==> src/rtl/branch_update_ctrl.sv <==
// -----------------------------------------------------------------------------
// branch_update_ctrl
//
// Purpose:
//   Sits between EX-stage branch resolution and the branch prediction buffer.
//   Each resolved branch is compared with the prediction captured at fetch.
//   A mispredict raises a registered redirect pulse and a multi-cycle flush
//   to the front end, and queues a predictor update. Queued updates drain one
//   per cycle through the predictor's update port. Branch and mispredict
//   statistics are kept and saturate at all-ones.
//
// Build option:
//   BPU_UPDATE_ALL_EN - when defined, every accepted non-discarded resolution
//                       pushes an update (correct predictions train the
//                       predictor too). When undefined, only mispredicts
//                       push updates.
//
// Parameters:
//   FIFO_DEPTH   - update queue entries (power of two, >= 2)
//   FLUSH_CYCLES - cycles flush_o stays high per mispredict (>= 1)
//
// Ports:
//   clk, rst_n                - clock (rising edge), synchronous active-low reset
//   resolve_valid_i/ready_o   - resolution handshake (ready = queue not full)
//   resolve_pc_i/taken_i/target_i - resolved branch PC, direction, target
//   pred_hit_i/pred_target_i  - prediction captured at fetch
//   upd_valid_o/ready_i       - predictor update handshake (valid drives miss)
//   upd_taken_o/addr_o/target_o - queue head (zero when queue empty)
//   flush_o                   - kill wrong-path instructions in IF/ID
//   redirect_valid_o/pc_o     - one-cycle PC redirect and corrected PC
//   stat_branch_o/mispred_o   - saturating statistics
// -----------------------------------------------------------------------------
module branch_update_ctrl #(
   parameter int FIFO_DEPTH   = 4,
   parameter int FLUSH_CYCLES = 2
) (
   input  logic        clk,
   input  logic        rst_n,
   input  logic        resolve_valid_i,
   output logic        resolve_ready_o,
   input  logic [31:0] resolve_pc_i,
   input  logic        resolve_taken_i,
   input  logic [31:0] resolve_target_i,
   input  logic        pred_hit_i,
   input  logic [31:0] pred_target_i,
   output logic        upd_valid_o,
   input  logic        upd_ready_i,
   output logic        upd_taken_o,
   output logic [31:0] upd_addr_o,
   output logic [31:0] upd_target_o,
   output logic        flush_o,
   output logic        redirect_valid_o,
   output logic [31:0] redirect_pc_o,
   output logic [31:0] stat_branch_o,
   output logic [31:0] stat_mispred_o
);

   localparam int PTR_W = $clog2(FIFO_DEPTH);
   localparam int CNT_W = PTR_W + 1;
   localparam int FC_W  = $clog2(FLUSH_CYCLES + 1);

   localparam logic [CNT_W-1:0] FULL_CNT = CNT_W'(FIFO_DEPTH);
   localparam logic [FC_W-1:0]  FC_LOAD  = FC_W'(FLUSH_CYCLES);

   typedef enum logic {ST_IDLE, ST_FLUSH} state_t;

   state_t            r_state, w_state_next;
   logic [FC_W-1:0]   r_flush_cnt, w_flush_cnt_next;

   logic [31:0]       r_mem_pc     [FIFO_DEPTH];
   logic              r_mem_taken  [FIFO_DEPTH];
   logic [31:0]       r_mem_target [FIFO_DEPTH];
   logic [PTR_W-1:0]  r_wr_ptr, r_rd_ptr;
   logic [CNT_W-1:0]  r_count;

   logic              r_redirect_valid;
   logic [31:0]       r_redirect_pc;
   logic [31:0]       r_stat_branch, r_stat_mispred;

   logic              w_accept, w_live, w_mispred, w_push, w_pop, w_empty;
   logic [31:0]       w_aligned_target, w_correct_pc;
   logic              w_unused;

   // Low two target bits never participate in comparison or redirect.
   assign w_unused = ^{pred_target_i[1:0], resolve_target_i[1:0]};

   assign w_empty          = (r_count == '0);
   assign resolve_ready_o  = (r_count != FULL_CNT);
   assign w_accept         = resolve_valid_i && resolve_ready_o;
   // Resolutions accepted during FLUSH are wrong-path and are dropped.
   assign w_live           = w_accept && (r_state == ST_IDLE);
   assign w_aligned_target = {resolve_target_i[31:2], 2'b00};
   assign w_mispred        = (resolve_taken_i != pred_hit_i) ||
                             (resolve_taken_i && pred_hit_i &&
                              (resolve_target_i[31:2] != pred_target_i[31:2]));
   assign w_correct_pc     = resolve_taken_i ? w_aligned_target
                                             : (resolve_pc_i + 32'd4);
`ifdef BPU_UPDATE_ALL_EN
   assign w_push           = w_live;
`else
   assign w_push           = w_live && w_mispred;
`endif
   assign w_pop            = upd_valid_o && upd_ready_i;

   // Queue head drives the predictor port; forced to zero while empty.
   assign upd_valid_o  = !w_empty;
   assign upd_taken_o  = w_empty ? 1'b0  : r_mem_taken[r_rd_ptr];
   assign upd_addr_o   = w_empty ? 32'd0 : r_mem_pc[r_rd_ptr];
   assign upd_target_o = w_empty ? 32'd0 : r_mem_target[r_rd_ptr];

   // ---------------- flush FSM ----------------
   always_ff @(posedge clk) begin
      if (!rst_n) begin
         r_state     <= ST_IDLE;
         r_flush_cnt <= '0;
      end else begin
         r_state     <= w_state_next;
         r_flush_cnt <= w_flush_cnt_next;
      end
   end

   always_comb begin
      w_state_next     = r_state;
      w_flush_cnt_next = r_flush_cnt;
      flush_o          = 1'b0;
      case (r_state)
         ST_IDLE: begin
            if (w_live && w_mispred) begin
               w_state_next     = ST_FLUSH;
               w_flush_cnt_next = FC_LOAD;
            end
         end
         ST_FLUSH: begin
            flush_o = 1'b1;
            if (r_flush_cnt <= FC_W'(1)) begin
               w_state_next     = ST_IDLE;
               w_flush_cnt_next = '0;
            end else begin
               w_flush_cnt_next = r_flush_cnt - FC_W'(1);
            end
         end
         default: begin
            w_state_next     = ST_IDLE;
            w_flush_cnt_next = '0;
         end
      endcase
   end

   // ---------------- update queue ----------------
   // Storage carries no reset; validity is tracked by r_count alone.
   always_ff @(posedge clk) begin
      if (w_push) begin
         r_mem_pc[r_wr_ptr]     <= resolve_pc_i;
         r_mem_taken[r_wr_ptr]  <= resolve_taken_i;
         r_mem_target[r_wr_ptr] <= w_aligned_target;
      end
   end

   always_ff @(posedge clk) begin
      if (!rst_n) begin
         r_wr_ptr <= '0;
         r_rd_ptr <= '0;
         r_count  <= '0;
      end else begin
         if (w_push) r_wr_ptr <= r_wr_ptr + PTR_W'(1);
         if (w_pop)  r_rd_ptr <= r_rd_ptr + PTR_W'(1);
         case ({w_push, w_pop})
            2'b10:   r_count <= r_count + CNT_W'(1);
            2'b01:   r_count <= r_count - CNT_W'(1);
            default: r_count <= r_count;
         endcase
      end
   end

   // ---------------- redirect and statistics ----------------
   always_ff @(posedge clk) begin
      if (!rst_n) begin
         r_redirect_valid <= 1'b0;
         r_redirect_pc    <= '0;
         r_stat_branch    <= '0;
         r_stat_mispred   <= '0;
      end else begin
         r_redirect_valid <= w_live && w_mispred;
         if (w_live && w_mispred) r_redirect_pc <= w_correct_pc;
         if (w_live && (r_stat_branch != '1))
            r_stat_branch <= r_stat_branch + 32'd1;
         if (w_live && w_mispred && (r_stat_mispred != '1))
            r_stat_mispred <= r_stat_mispred + 32'd1;
      end
   end

   assign redirect_valid_o = r_redirect_valid;
   assign redirect_pc_o    = r_redirect_pc;
   assign stat_branch_o    = r_stat_branch;
   assign stat_mispred_o   = r_stat_mispred;

endmodule
==> config.mk <==
export PLATFORM = sky130hd
export DESIGN_NAME = branch_update_ctrl
export DESIGN_NICKNAME = d
export VERILOG_FILES = /design/src/rtl/branch_update_ctrl.sv
export SDC_FILE = /design/constraint.sdc
export NUM_CORES = 1
export LEC_CHECK = 0
export CAP_MARGIN = 40
export CORE_ASPECT_RATIO = 0.75
export CORE_UTILIZATION = 50
export DETAILED_ROUTE_END_ITERATION = 8
export PLACE_DENSITY = 0.85
export SYNTH_ARGS = -nofsm -noshare
export SYNTH_HDL_FRONTEND = slang
export SYNTH_SLANG_ARGS = --single-unit
==> constraint.sdc <==
create_clock -name clk -period 13 [get_ports clk]
set_clock_uncertainty 0.15 [all_clocks]
set_input_delay 1.95 -clock clk [delete_from_list [all_inputs] [get_ports clk]]
set_output_delay 1.95 -clock clk [all_outputs]
set_load 0.05 [all_outputs]
==> out/summary.txt <==
Outcome = finished, violations left
Violated checks = design-rule violations
WL/cell = 22.4 um
Worst-Skew Late Latency = 0.52 ns
Synthesis-stage register bit count = 361
Setup TNS = 0 ns
Total clock sinks = 361
Hpwl dp = 27800 um
Initial antenna violation count = 0
Post-synthesis compound-gate area fraction = 4.99%
Setup violators final = 0
Multiplexer area fraction after synthesis = 10.5%
Avg Cell Area, Syn = 13.4 um2
Largest family of logic cells by synthesized area = simple AND/OR/NAND/NOR gates
Max-slew violations = 0
Placer Congestion = 0.860
Vias/cell = 5.94
Vias in the first global route = 10453
Starting density of the core = 51.6%
PostCTS Resize Cnt = 0
Crit path DAT = 3.50 ns
NumNets Final = 1528
Worst setup margin = 7.40 ns
Core ar. = 30600 um2
Max_cap viols = 0
Clk buf depth = 3
Relative slew slack = 35.6%
Worst vdd ir = 0.138 mV
Num CTS Buffers = 36
Die ar. = 32200 um2
Unrepaired setup endpoints after global routing = no
YS warnings = 0
Power per cell area = 187 nW/um2
Post-Synth XOR/XNOR Area = 4.72%
Place WS = 6.91 ns
Unique masters post-synth = 54
CTS root buf = clkbuf_16
CTS tree = yes
Endpoint class of the critical path = primary output
Antenna Violating Nets Remaining = 0
Share of cells above drive strength 1 = 9.83%
I/O pin count = 267
CP Max Fanout = 33
Tot GR Track Use = 25.4%
Final Critical Period = 5.60 ns
Seq/Total Area, Yosys = 61.9%
Die W = 207 um
Setup Fix Bufs, Post-CTS = 0
First-pass GRT wire length = 62600 um
Clk slew on worst S/H paths = 0.06 ns
Synth Area in Simple Gates = 14.5%
Final period util = 43.1%
I/O Buffers = 260
Total wire length after detailed routing = 41200 um
Adder-Cell Fraction of Synth Area = 0.841%
Post-synth EDFFs = 252
Non-Filler Instances = 1843
Residual DRC = 11
Ys flop type = edfxtp_1
Final Hold Viols = 0
Vias = 10946
Dpl cells = 1777
F_max = 178 MHz
Die Height = 156 um
Gate Count Post-Synth = 1179
Largest net degree at the start of global routing = 98
FP Rows = 55
Leak pwr = 6.41 nW
Worst hold path type = reg2reg
Number of hold buffers added after CTS = 0
Startpoint Class = flop
Post-synth ARST share = 0%
Worst Max-Slew Pin Slew = 0.967 ns
Crit path kind = reg2out
Drt pass-1 iters = 9
Overall power = 3.70 mW
Ant. Diodes = 0
Synthesized area = 15800 um2
Synth-to-Final Area Change = 25.7%
CTS H-tree lvls = 2
Iteration-0 DRC count of the detailed router = 1030
Total global routing overflow = 0
Worst EP required = 10.90 ns
==> per-layer routing <==
layer | wire length, um | GRT usage [%]
met5 | 0 | 0
met4 | 1170 | 8.00
met3 | 3820 | 5.54
met2 | 18500 | 38.4
met1 | 17700 | 37.0
==> metrics by stage <==
step	utilization (%)	cell area [um2]	hold slack, ns
global route	64.8	19800	0.337
finish	64.8	19800	0.314
global placement	61.0	18600	0.292
floorplan	-	15800	0.304
detailed placement	61.2	18700	0.310
CTS	64.8	19800	0.318
==> cell usage in the layout, fill, tap and decap left out, types with 3 or more instances in the layout <==
cell	netlist	final
clkdlybuf4s50_1	0	259
edfxtp_1	252	252
dfxtp_1	109	107
and2_1	74	74
xor2_1	68	68
nor2_1	71	67
nand3_1	64	64
mux4_2	63	63
nand2_1	61	61
o21ai_0	42	42
clkbuf_16	0	37
nor4_1	34	34
o31ai_1	33	33
a21oi_1	32	32
nand4_1	25	25
mux2i_1	22	22
xnor2_1	17	17
inv_1	17	16
and3_1	16	16
clkbuf_1	42	16
or3_1	16	15
or4_1	15	15
buf_4	11	10
nor3_1	9	9
nand2b_1	9	9
ha_1	9	9
and4_1	7	7
nor2_4	1	5
o31a_1	4	4
nand4b_1	3	3
o21a_1	3	3
clkinv_2	0	3
clkinv_1	0	3
==> synthesized netlist by cell type (all sizes together) (22+ instances only) <==
cell type / instances / area, um2
a21oi: 32 / 160
and2: 74 / 463
buf: 33 / 191
clkbuf: 42 / 158
dfxtp: 109 / 2180
edfxtp: 252 / 7570
mux2i: 22 / 220
mux4: 63 / 1420
nand2: 61 / 229
nand3: 65 / 338
nand4: 26 / 169
nor2: 72 / 278
nor4: 34 / 213
o21ai: 43 / 215
o31ai: 33 / 248
xor2: 68 / 596
==> area by class of cell <==
type                    instances  area, um2
clock buffers                  55       1010
inverters                      17       63.8
well taps                     399        499
clock inverters                11        109
fillers                      2226      10700
repair buffers                273       2720
multi-input cells             727       5650
flip-flops and latches        361       9750
==> kinds of logic after synthesis <==
group           count (synthesis)
compound gates                125
mux                            86
buf+inv                        92
xor+xnor                       85
fa+ha+maj                      10
flops                         361
other cells                     1
simple gates                  419
==> worst paths after layout <==
path,endpoint,startpoint,depth (start not counted),slack [ns]
min,redirect_pc_o[0]$_SDFFE_PN0P_,redirect_pc_o[0]$_SDFFE_PN0P_,2,0.31
min reg2reg,redirect_pc_o[0]$_SDFFE_PN0P_,redirect_pc_o[0]$_SDFFE_PN0P_,2,0.31
max reg2reg,r_mem_target[2][28]$_DFFE_PP_,r_count[0]$_SDFFE_PN0P_,5,9.28
max,upd_addr_o[29],flop,4,7.40
==> registers in the layout, summed over array words and instances (netlist names), named ones only <==
name and count:
r_rd_ptr 2, r_wr_ptr 2, r_mem_pc 128, redirect_valid_o 1, stat_branch_o 32, r_mem_taken 4
r_flush_cnt 2, stat_mispred_o 32, redirect_pc_o 32, r_count 3, r_mem_target 120, r_state 1
==> critical path: stages, from the launching register on <==
cell and delay [ns]:
dfxtp_4 0.80, buf_4 0.64, mux4_2 0.60, and2_1 0.20, clkdlybuf4s50_1 0.71
==> report_power, final <==
| group | internal, mW | leakage, nW | switching (mW) |
|---|---|---|---|
| Sequential | 1.30 | 3.18 | 0.0554 |
| Combinational | 0.492 | 2.69 | 0.855 |
| Clock | 0.580 | 0.543 | 0.417 |
| Total | 2.37 | 6.41 | 1.33 |
Note: power is estimated with default switching activity, not from simulation.
